$ cat config.mk
export PLATFORM = sky130hd
export DESIGN_NAME = seq_booth_mul
export DESIGN_NICKNAME = d
export VERILOG_FILES = /design/src/rtl/mul_pkg.sv /design/src/rtl/booth_step.sv /design/src/rtl/seq_booth_mul.sv
export SDC_FILE = /design/constraint.sdc
export NUM_CORES = 1
export LEC_CHECK = 0
export ABC_AREA = 1
export BUFFER_PORTS_ARGS = -buffer_cell sky130_fd_sc_hd__buf_2
export CORE_AREA = 2 2 189 191
export CTS_CLUSTER_SIZE = 16
export DETAILED_ROUTE_END_ITERATION = 6
export DIE_AREA = 0 0 191 193
export GPL_TIMING_DRIVEN = 0
export SKIP_CTS_REPAIR_TIMING = 1
export SLEW_MARGIN = 30
export SYNTH_ARGS = -nofsm -noshare
export SYNTH_HDL_FRONTEND = slang
export SYNTH_SLANG_ARGS = --single-unit
$ cat constraint.sdc
create_clock -name clk -period 5.64 [get_ports clk]
set_clock_uncertainty 0.1 [all_clocks]
set_input_delay 0.846 -clock clk [delete_from_list [all_inputs] [get_ports clk]]
set_output_delay 0.846 -clock clk [all_outputs]
set_load 0.1 [all_outputs]
$ cat src/rtl/mul_pkg.sv
// Shared types and Booth recoding helpers for the sequential signed multiplier.
// Recoding for both radix-2 and radix-4 (MUL_RADIX4_EN) lives here.
package mul_pkg;

    localparam int DEFAULT_WIDTH = 32;

    typedef enum logic {
        IDLE,
        BUSY
    } state_t;

    typedef enum logic [2:0] {
        OP_NONE,
        OP_ADD,
        OP_SUB,
        OP_ADD2,
        OP_SUB2
    } booth_op_t;

    // Radix-2: {Q[0], q_m1}
    function automatic booth_op_t recode_r2(input logic [1:0] bits);
        booth_op_t op;
        case (bits)
            2'b01:   op = OP_ADD;
            2'b10:   op = OP_SUB;
            default: op = OP_NONE;
        endcase
        return op;
    endfunction

    // Radix-4: {Q[1], Q[0], q_m1}
    function automatic booth_op_t recode_r4(input logic [2:0] bits);
        booth_op_t op;
        case (bits)
            3'b001, 3'b010: op = OP_ADD;
            3'b011:         op = OP_ADD2;
            3'b100:         op = OP_SUB2;
            3'b101, 3'b110: op = OP_SUB;
            default:        op = OP_NONE;
        endcase
        return op;
    endfunction

endpackage

$ cat src/rtl/booth_step.sv
// One combinational Booth iteration: recode, add/subtract, arithmetic shift.
// Radix-4 (two bits per step) when MUL_RADIX4_EN is defined, radix-2 otherwise.
module booth_step
    import mul_pkg::*;
#(
    parameter int WIDTH = DEFAULT_WIDTH,
    parameter int AW    = WIDTH + 1
) (
    input  logic [AW-1:0]    a,
    input  logic [WIDTH-1:0] q,
    input  logic             q_m1,
    input  logic [WIDTH:0]   m,
    output logic [AW-1:0]    a_next,
    output logic [WIDTH-1:0] q_next,
    output logic             q_m1_next
);

    logic [AW-1:0] m_ext;
    logic [AW-1:0] sum;
    booth_op_t     op;

    assign m_ext = AW'($signed(m));

`ifdef MUL_RADIX4_EN
    assign op = recode_r4({q[1:0], q_m1});
`else
    assign op = recode_r2({q[0], q_m1});
`endif

    always_comb begin
        sum = a;
        case (op)
            OP_ADD:  sum = a + m_ext;
            OP_SUB:  sum = a - m_ext;
            OP_ADD2: sum = a + (m_ext << 1);
            OP_SUB2: sum = a - (m_ext << 1);
            default: sum = a;
        endcase
    end

`ifdef MUL_RADIX4_EN
    assign a_next    = {{2{sum[AW-1]}}, sum[AW-1:2]};
    assign q_next    = {sum[1:0], q[WIDTH-1:2]};
    assign q_m1_next = q[1];
`else
    assign a_next    = {sum[AW-1], sum[AW-1:1]};
    assign q_next    = {sum[0], q[WIDTH-1:1]};
    assign q_m1_next = q[0];
`endif

endmodule

$ cat src/rtl/seq_booth_mul.sv
// Sequential signed Booth multiplier with start/ready handshake and done pulse.
// Define MUL_RADIX4_EN for radix-4 stepping (WIDTH/2 cycles, WIDTH must be even).
module seq_booth_mul
    import mul_pkg::*;
#(
    parameter int WIDTH = DEFAULT_WIDTH
) (
    input  logic             clk,
    input  logic             clr_n,
    input  logic             start,
    input  logic [WIDTH-1:0] multiplicand,
    input  logic [WIDTH-1:0] multiplier,
    output logic [WIDTH-1:0] hi,
    output logic [WIDTH-1:0] lo,
    output logic             ready,
    output logic             done
);

`ifdef MUL_RADIX4_EN
    localparam int AW    = WIDTH + 2;
    localparam int STEPS = WIDTH / 2;
    if (WIDTH % 2 != 0) begin : g_width_check
        $error("seq_booth_mul: WIDTH must be even for radix-4");
    end
`else
    localparam int AW    = WIDTH + 1;
    localparam int STEPS = WIDTH;
`endif

    localparam int            CW         = $clog2(WIDTH) + 1;
    localparam logic [CW-1:0] COUNT_INIT = CW'(STEPS);

    state_t           state;
    state_t           state_next;
    logic             accept;
    logic             finish;

    logic [AW-1:0]    a;
    logic [WIDTH-1:0] q;
    logic             q_m1;
    logic [WIDTH:0]   mreg;
    logic [CW-1:0]    count;

    logic [AW-1:0]    a_next;
    logic [WIDTH-1:0] q_next;
    logic             q_m1_next;

    booth_step #(
        .WIDTH (WIDTH),
        .AW    (AW)
    ) u_step (
        .a         (a),
        .q         (q),
        .q_m1      (q_m1),
        .m         (mreg),
        .a_next    (a_next),
        .q_next    (q_next),
        .q_m1_next (q_m1_next)
    );

    always_ff @(posedge clk or negedge clr_n) begin
        if (!clr_n) begin
            state <= IDLE;
        end else begin
            state <= state_next;
        end
    end

    // start is only honoured in IDLE; BUSY ignores it entirely.
    always_comb begin
        state_next = state;
        accept     = 1'b0;
        finish     = 1'b0;
        case (state)
            IDLE: begin
                if (start) begin
                    accept     = 1'b1;
                    state_next = BUSY;
                end
            end
            BUSY: begin
                if (count == CW'(1)) begin
                    finish     = 1'b1;
                    state_next = IDLE;
                end
            end
            default: state_next = IDLE;
        endcase
    end

    always_ff @(posedge clk or negedge clr_n) begin
        if (!clr_n) begin
            a     <= '0;
            q     <= '0;
            q_m1  <= 1'b0;
            mreg  <= '0;
            count <= '0;
        end else if (accept) begin
            a     <= '0;
            q     <= multiplier;
            q_m1  <= 1'b0;
            mreg  <= {multiplicand[WIDTH-1], multiplicand};
            count <= COUNT_INIT;
        end else if (state == BUSY) begin
            a     <= a_next;
            q     <= q_next;
            q_m1  <= q_m1_next;
            count <= count - CW'(1);
        end
    end

    // hi/lo hold the last completed product until the next completion.
    always_ff @(posedge clk or negedge clr_n) begin
        if (!clr_n) begin
            hi   <= '0;
            lo   <= '0;
            done <= 1'b0;
        end else begin
            done <= finish;
            if (finish) begin
                hi <= a_next[WIDTH-1:0];
                lo <= q_next;
            end
        end
    end

    assign ready = (state == IDLE);

endmodule

# Yosys cells after proc, flatten, opt, wreduce, memory -nomap -nowiden
# Cells that the tools add are included.
[op_classes]
n_addsub = 5
eq_ne = 7
mux = 16
bitwise_logic = 1
reduce_logical = 1
[ops]
columns = ["op", "count"]
rows = [
  ["33-bit case mux with 4 select lines", 1],
  ["33-bit adder", 2],
  ["33-bit 2-to-1 mux", 2],
  ["33-bit subtractor", 2],
  ["32-bit 2-to-1 mux", 2],
  ["6-bit 2-to-1 mux", 2],
  ["1-bit 2-to-1 mux", 7],
  ["3-bit by 2-bit == test with 1-bit output, second input constant", 2],
  ["6-bit by 1-bit == test with 1-bit output, second input constant", 1],
  ["6-bit by 1-bit subtractor with 6-bit output, second input constant", 1],
  ["2-bit case mux with 2 select lines", 1],
  ["3-bit by 1-bit == test with 1-bit output, second input constant", 1],
  ["3-bit == test, second input constant", 1],
  ["2-bit by 1-bit == test with 1-bit output, second input constant", 1],
  ["2-bit == test, second input constant", 1],
  ["1-bit case mux with 2 select lines", 1],
  ["2-bit nonzero test", 1],
  ["1-bit NOT", 1],
]
[totals]
regBits = 170
inputBits = 67
out_inout_bits = 66
wordCells = 39

# Logic depth before layout (Yosys ltp)
[logic_depth]
depth_word = 6
mapped_depth = 26
ltp_nobuf = 26

# Cells and area by module
# From an unflattened synthesis, not the netlist that was laid out.
[unflattened]
cells_unflattened = 2083
area_unflattened_um2 = 13619.3
[by_module_without_submodules]
columns = ["mod", "n_inst", "cells_each", "area_each_um2", "seq_area_each_um2"]
rows = [
  ["seq_booth_mul", 1, 715, 6877.8, 4254.1],
  ["booth_step", 1, 1368, 6741.5, 0.0],
]

# Worst setup path after synthesis
# OpenSTA, ideal clock, no wires.
[synth_path]
path_type = "register to register"
start = "register q_m1"
end = "register hi[23]"
setup_time_ns = 0.120
arrival_time_ns = 2.746
slack_ns = 2.675
stages_incl_launch_ff = 20
n_path_buf = 2
path_cell_list = "dfrtp_1 inv_1 ha_1 buf_2 clkinv_1 clkbuf_1 nand2_1 xnor2_1 inv_1 ha_1 or2_1 nand3_1 nand2_2 nand2_1 nand2_2 a21oi_2 xor2_1 nand3_1 nand3_1 nand2_1"
[synth_via]
elab_chain_len = 4
[synth_rtl]
columns = ["item", "line_no", "text"]
rows = [
  ["start: declaration", "seq_booth_mul.sv:40", "logic q_m1;"],
  ["start signal: assignment", "seq_booth_mul.sv:107", "q_m1 <= q_m1_next;"],
  ["2-bit == test or 2-bit by 1-bit == test with 1-bit output (tied branches)", "mul_pkg.sv:23", "case (bits)"],
  ["2-bit case mux with 2 select lines (*)", "mul_pkg.sv:23", ""],
  ["3-bit == test (tied with other cells)", "booth_step.sv:32", "case (op)"],
  ["33-bit case mux with 4 select lines (*)", "booth_step.sv:32", ""],
  ["end signal: assignment", "seq_booth_mul.sv:121", "hi <= a_next[WIDTH-1:0];"],
  ["end: declaration", "seq_booth_mul.sv:13", "output logic [WIDTH-1:0] hi,"],
]
# Every way passes the cells marked *; elsewhere a longest branch is shown, timed or not.
# A chain may end at the register's enable or synchronous reset.

# Final worst setup path
[layout_path]
start = "register q_m1"
end = "register hi[22]"
# The elaborated chain is that of the path after synthesis.

==> summary.txt <==
Run status
  • Status: finished, final reports clean

Final layout
  • Commonest non-fill, non-tap cell in the layout: nand2_1
  • Register Area: 4229 µm²
  • Layout area overhead: 15.63%
  • Most frequent cells in the layout: nand2_1, inv_1, dfrtp_1
  • Layout Nets: just over 2000
  • Layout cells sized above 1: 0.1290
  • Layout Utilization: 0.3984
  • Multi-input gate area: between 6000 and 7000 µm²
  • Finished Cell Area: ~14000 µm²
  • Filler instances: 3743

Floorplanning
  • Die Span Y: 193 µm
  • Die area: 36860 µm²
  • Number of core rows: a little under 70
  • Die span in x: around 190 µm
  • Io pins: ~130
  • Starting density of the core: 0.3446
  • Core ar.: around 35000 µm²

Detailed routing
  • DR WL/cell: between 15 and 20 µm
  • Remaining DRCs: 0
  • Vias per cell: between 5 and 6
  • Router iterations before antenna repair: 5
  • DR vias: ~12000
  • DRT iter0 DRCs: 897
  • Routed Antenna Nets: 0
  • Routed WL: 42850 µm

Clocking
  • CTS tree: yes
  • H-tree levels: 4
  • Number of CTS-inserted buffers: 17
  • CTS sink cnt: 169
  • Clock latency at the later pin of the worst-skew pair: ~0.45 ns
  • CTS max path bufs: 2
  • Clk slew on worst S/H paths: approximately 0.080 ns
  • Clk root buf: clkbuf_16

Worst setup path
  • CP max stage cell: clkbuf_1
  • CP max FO: 10
  • Crit-path leading delay family: compound AO/OA/AOI/OAI gates
  • Crit path buf inv count: 4
  • Highest cell delay on the worst timing path: 0.51 ns
  • Critical Path RT: 5.87 ns
  • Crit. End Element: register
  • Worst Setup Path Type: register to register
  • Worst Path Arrival: 4.53 ns
  • Critical path startpoint category: register
  • Crit path cell chain: inv_1, ha_1, buf_2, clkinv_1, clkbuf_1, o21ai_0, xor2_1, ha_1, a21oi_1, o21ai_0, a21oi_1, nand2_2, nand2_1, nand3_1, a21oi_1, nand2_1, nand3_1, nand2_1

Synthesis
  • Post-synth EDFFs: 0
  • Leading area contributor after synthesis: dfrtp_1
  • Syn nets: roughly 1900
  • Synth warn: 0
  • Post-synthesis cell count: 1757
  • Ys async rst share: 1.000
  • Top cell type's share of synthesized area: 0.3510
  • Top cells by area, synth: dfrtp_1, nand2_1, ha_1
  • Seq cells post-synth: about 170
  • Avg Inst Size Synth: between 6 and 7 µm²
  • Top_reg_cell synth: dfrtp_1
  • Synth Cell Area: 12050 µm²
  • Synth cell types: 44
  • Sequential area share after synthesis: 0.3510

Global route
  • GR Overflow Total: 0
  • Initial antenna violation count: 4
  • Number of global-route vias before repair: approximately 12000
  • Largest net degree at the start of global routing: just over 80
  • First-pass GRT wire length: approximately 66000 µm
  • GRT Resource Usage Total: 0.2366

STA
  • Slew Limit Fails: 0
  • Fin crit period: around 4.3 ns
  • Slew headroom: 0.5022
  • TNS Setup: 0 ns
  • Part of the cycle the worst path needs: 0.7630
  • Max Clk Rate: roughly 230 MHz
  • RSZ-0062 raised after global routing: false
  • Setup violators final: 0
  • Endpoints failing hold: 0
  • Slew @ Worst Pin: 0.7467 ns

Flow run
  • Max Cap Violations: 0

Place
  • RePlAce Congestion: ~1.0
  • PortBufs: 132
  • HPWL after detailed placement: 34730 µm
  • Placed Area: approximately 13000 µm²

Min path
  • Hold Crit Class: input port to async pin
==> metrics by stage <==
step | hold WS, ns | cells | setup slack (ns)
floorplan | 0.3526 | 1757 | 2.675
CTS | 0.1337 | 2383 | 1.476
global route | 0.1490 | 2384 | 1.146
detailed placement | 0.3602 | 2352 | 1.489
finish | 0.1333 | 2385 | 1.337
global placement | 0.3591 | 2350 | 0.8555
==> flip-flops by register name, indices dropped and copies added (netlist names) <==
signal  cells
hi         32
q          32
state       1
a          32
q_m1        1
done        1
lo         32
count       6
mreg       32
==> cell usage after synthesis, types with 14 or more instances <==
master / instances
clkbuf_1: 33
o21ai_1: 19
inv_1: 175
dfrtp_1: 169
ha_1: 69
o21bai_1: 14
o21ai_0: 97
a21oi_1: 78
nand3_1: 130
xor2_1: 31
xnor2_1: 16
or2_2: 20
o221ai_1: 17
nand2_1: 617
nor2_1: 124
==> cell families after synthesis <==
kind of cell,count (synthesis),synth area share
and+or+nand+nor,967,0.3377
AOI/OAI and AO/OA,265,0.1266
buffers and inverters,238,0.07550
DFF,169,0.3510
adders and majority gates,71,0.07498
xor gates and xnor gates,47,0.03417
==> worst paths after layout <==
check,from,end,slack (ns),cells past startpoint
worst min register to register,hi[28],hi[28],0.38,2
max in group asynchronous,clr_n,lo[24],4.26,3
min in group clk,hi[28],hi[28],0.38,2
worst min-delay path,clr_n,a[25],0.13,1
worst max-delay path,q_m1,hi[22],1.34,18
worst max register to register,q_m1,hi[22],1.34,18
==> layout make-up <==
class | instances | area share
clock inverters | 12 | 0.009520
inverters | 190 | 0.05119
repair buffers | 134 | 0.05209
well taps | 461 | 0.04140
multi-input cells | 1350 | 0.4960
clock buffers | 19 | 0.03179
diodes | 2 | 0.0003593
flip-flops and latches | 169 | 0.3036
plain buffers | 48 | 0.01410
==> routing by layer <==
layer  share of wire  track usage  up-vias
li1                -            -     5984
met1            0.46       0.3205     5794
met2            0.46       0.3878      388
met3           0.061      0.03982       61
met4           0.022      0.07066        2
met5         0.00012            0        -
==> worst reg2reg max path: cells and delay by family (launching register included) <==
kind                     cells  cell delay (ns)
AND/OR/NAND/NOR              6             0.68
XOR/XNOR                     1             0.32
flip-flops                   1             0.35
AO/OA/AOI/OAI                5             1.22
buffers and inverters        4             0.99
adder cells (fa/ha/maj)      2             0.53
Power is not shown: default switching activity piles up to over one toggle a cycle in this logic, so the estimate is an artifact.
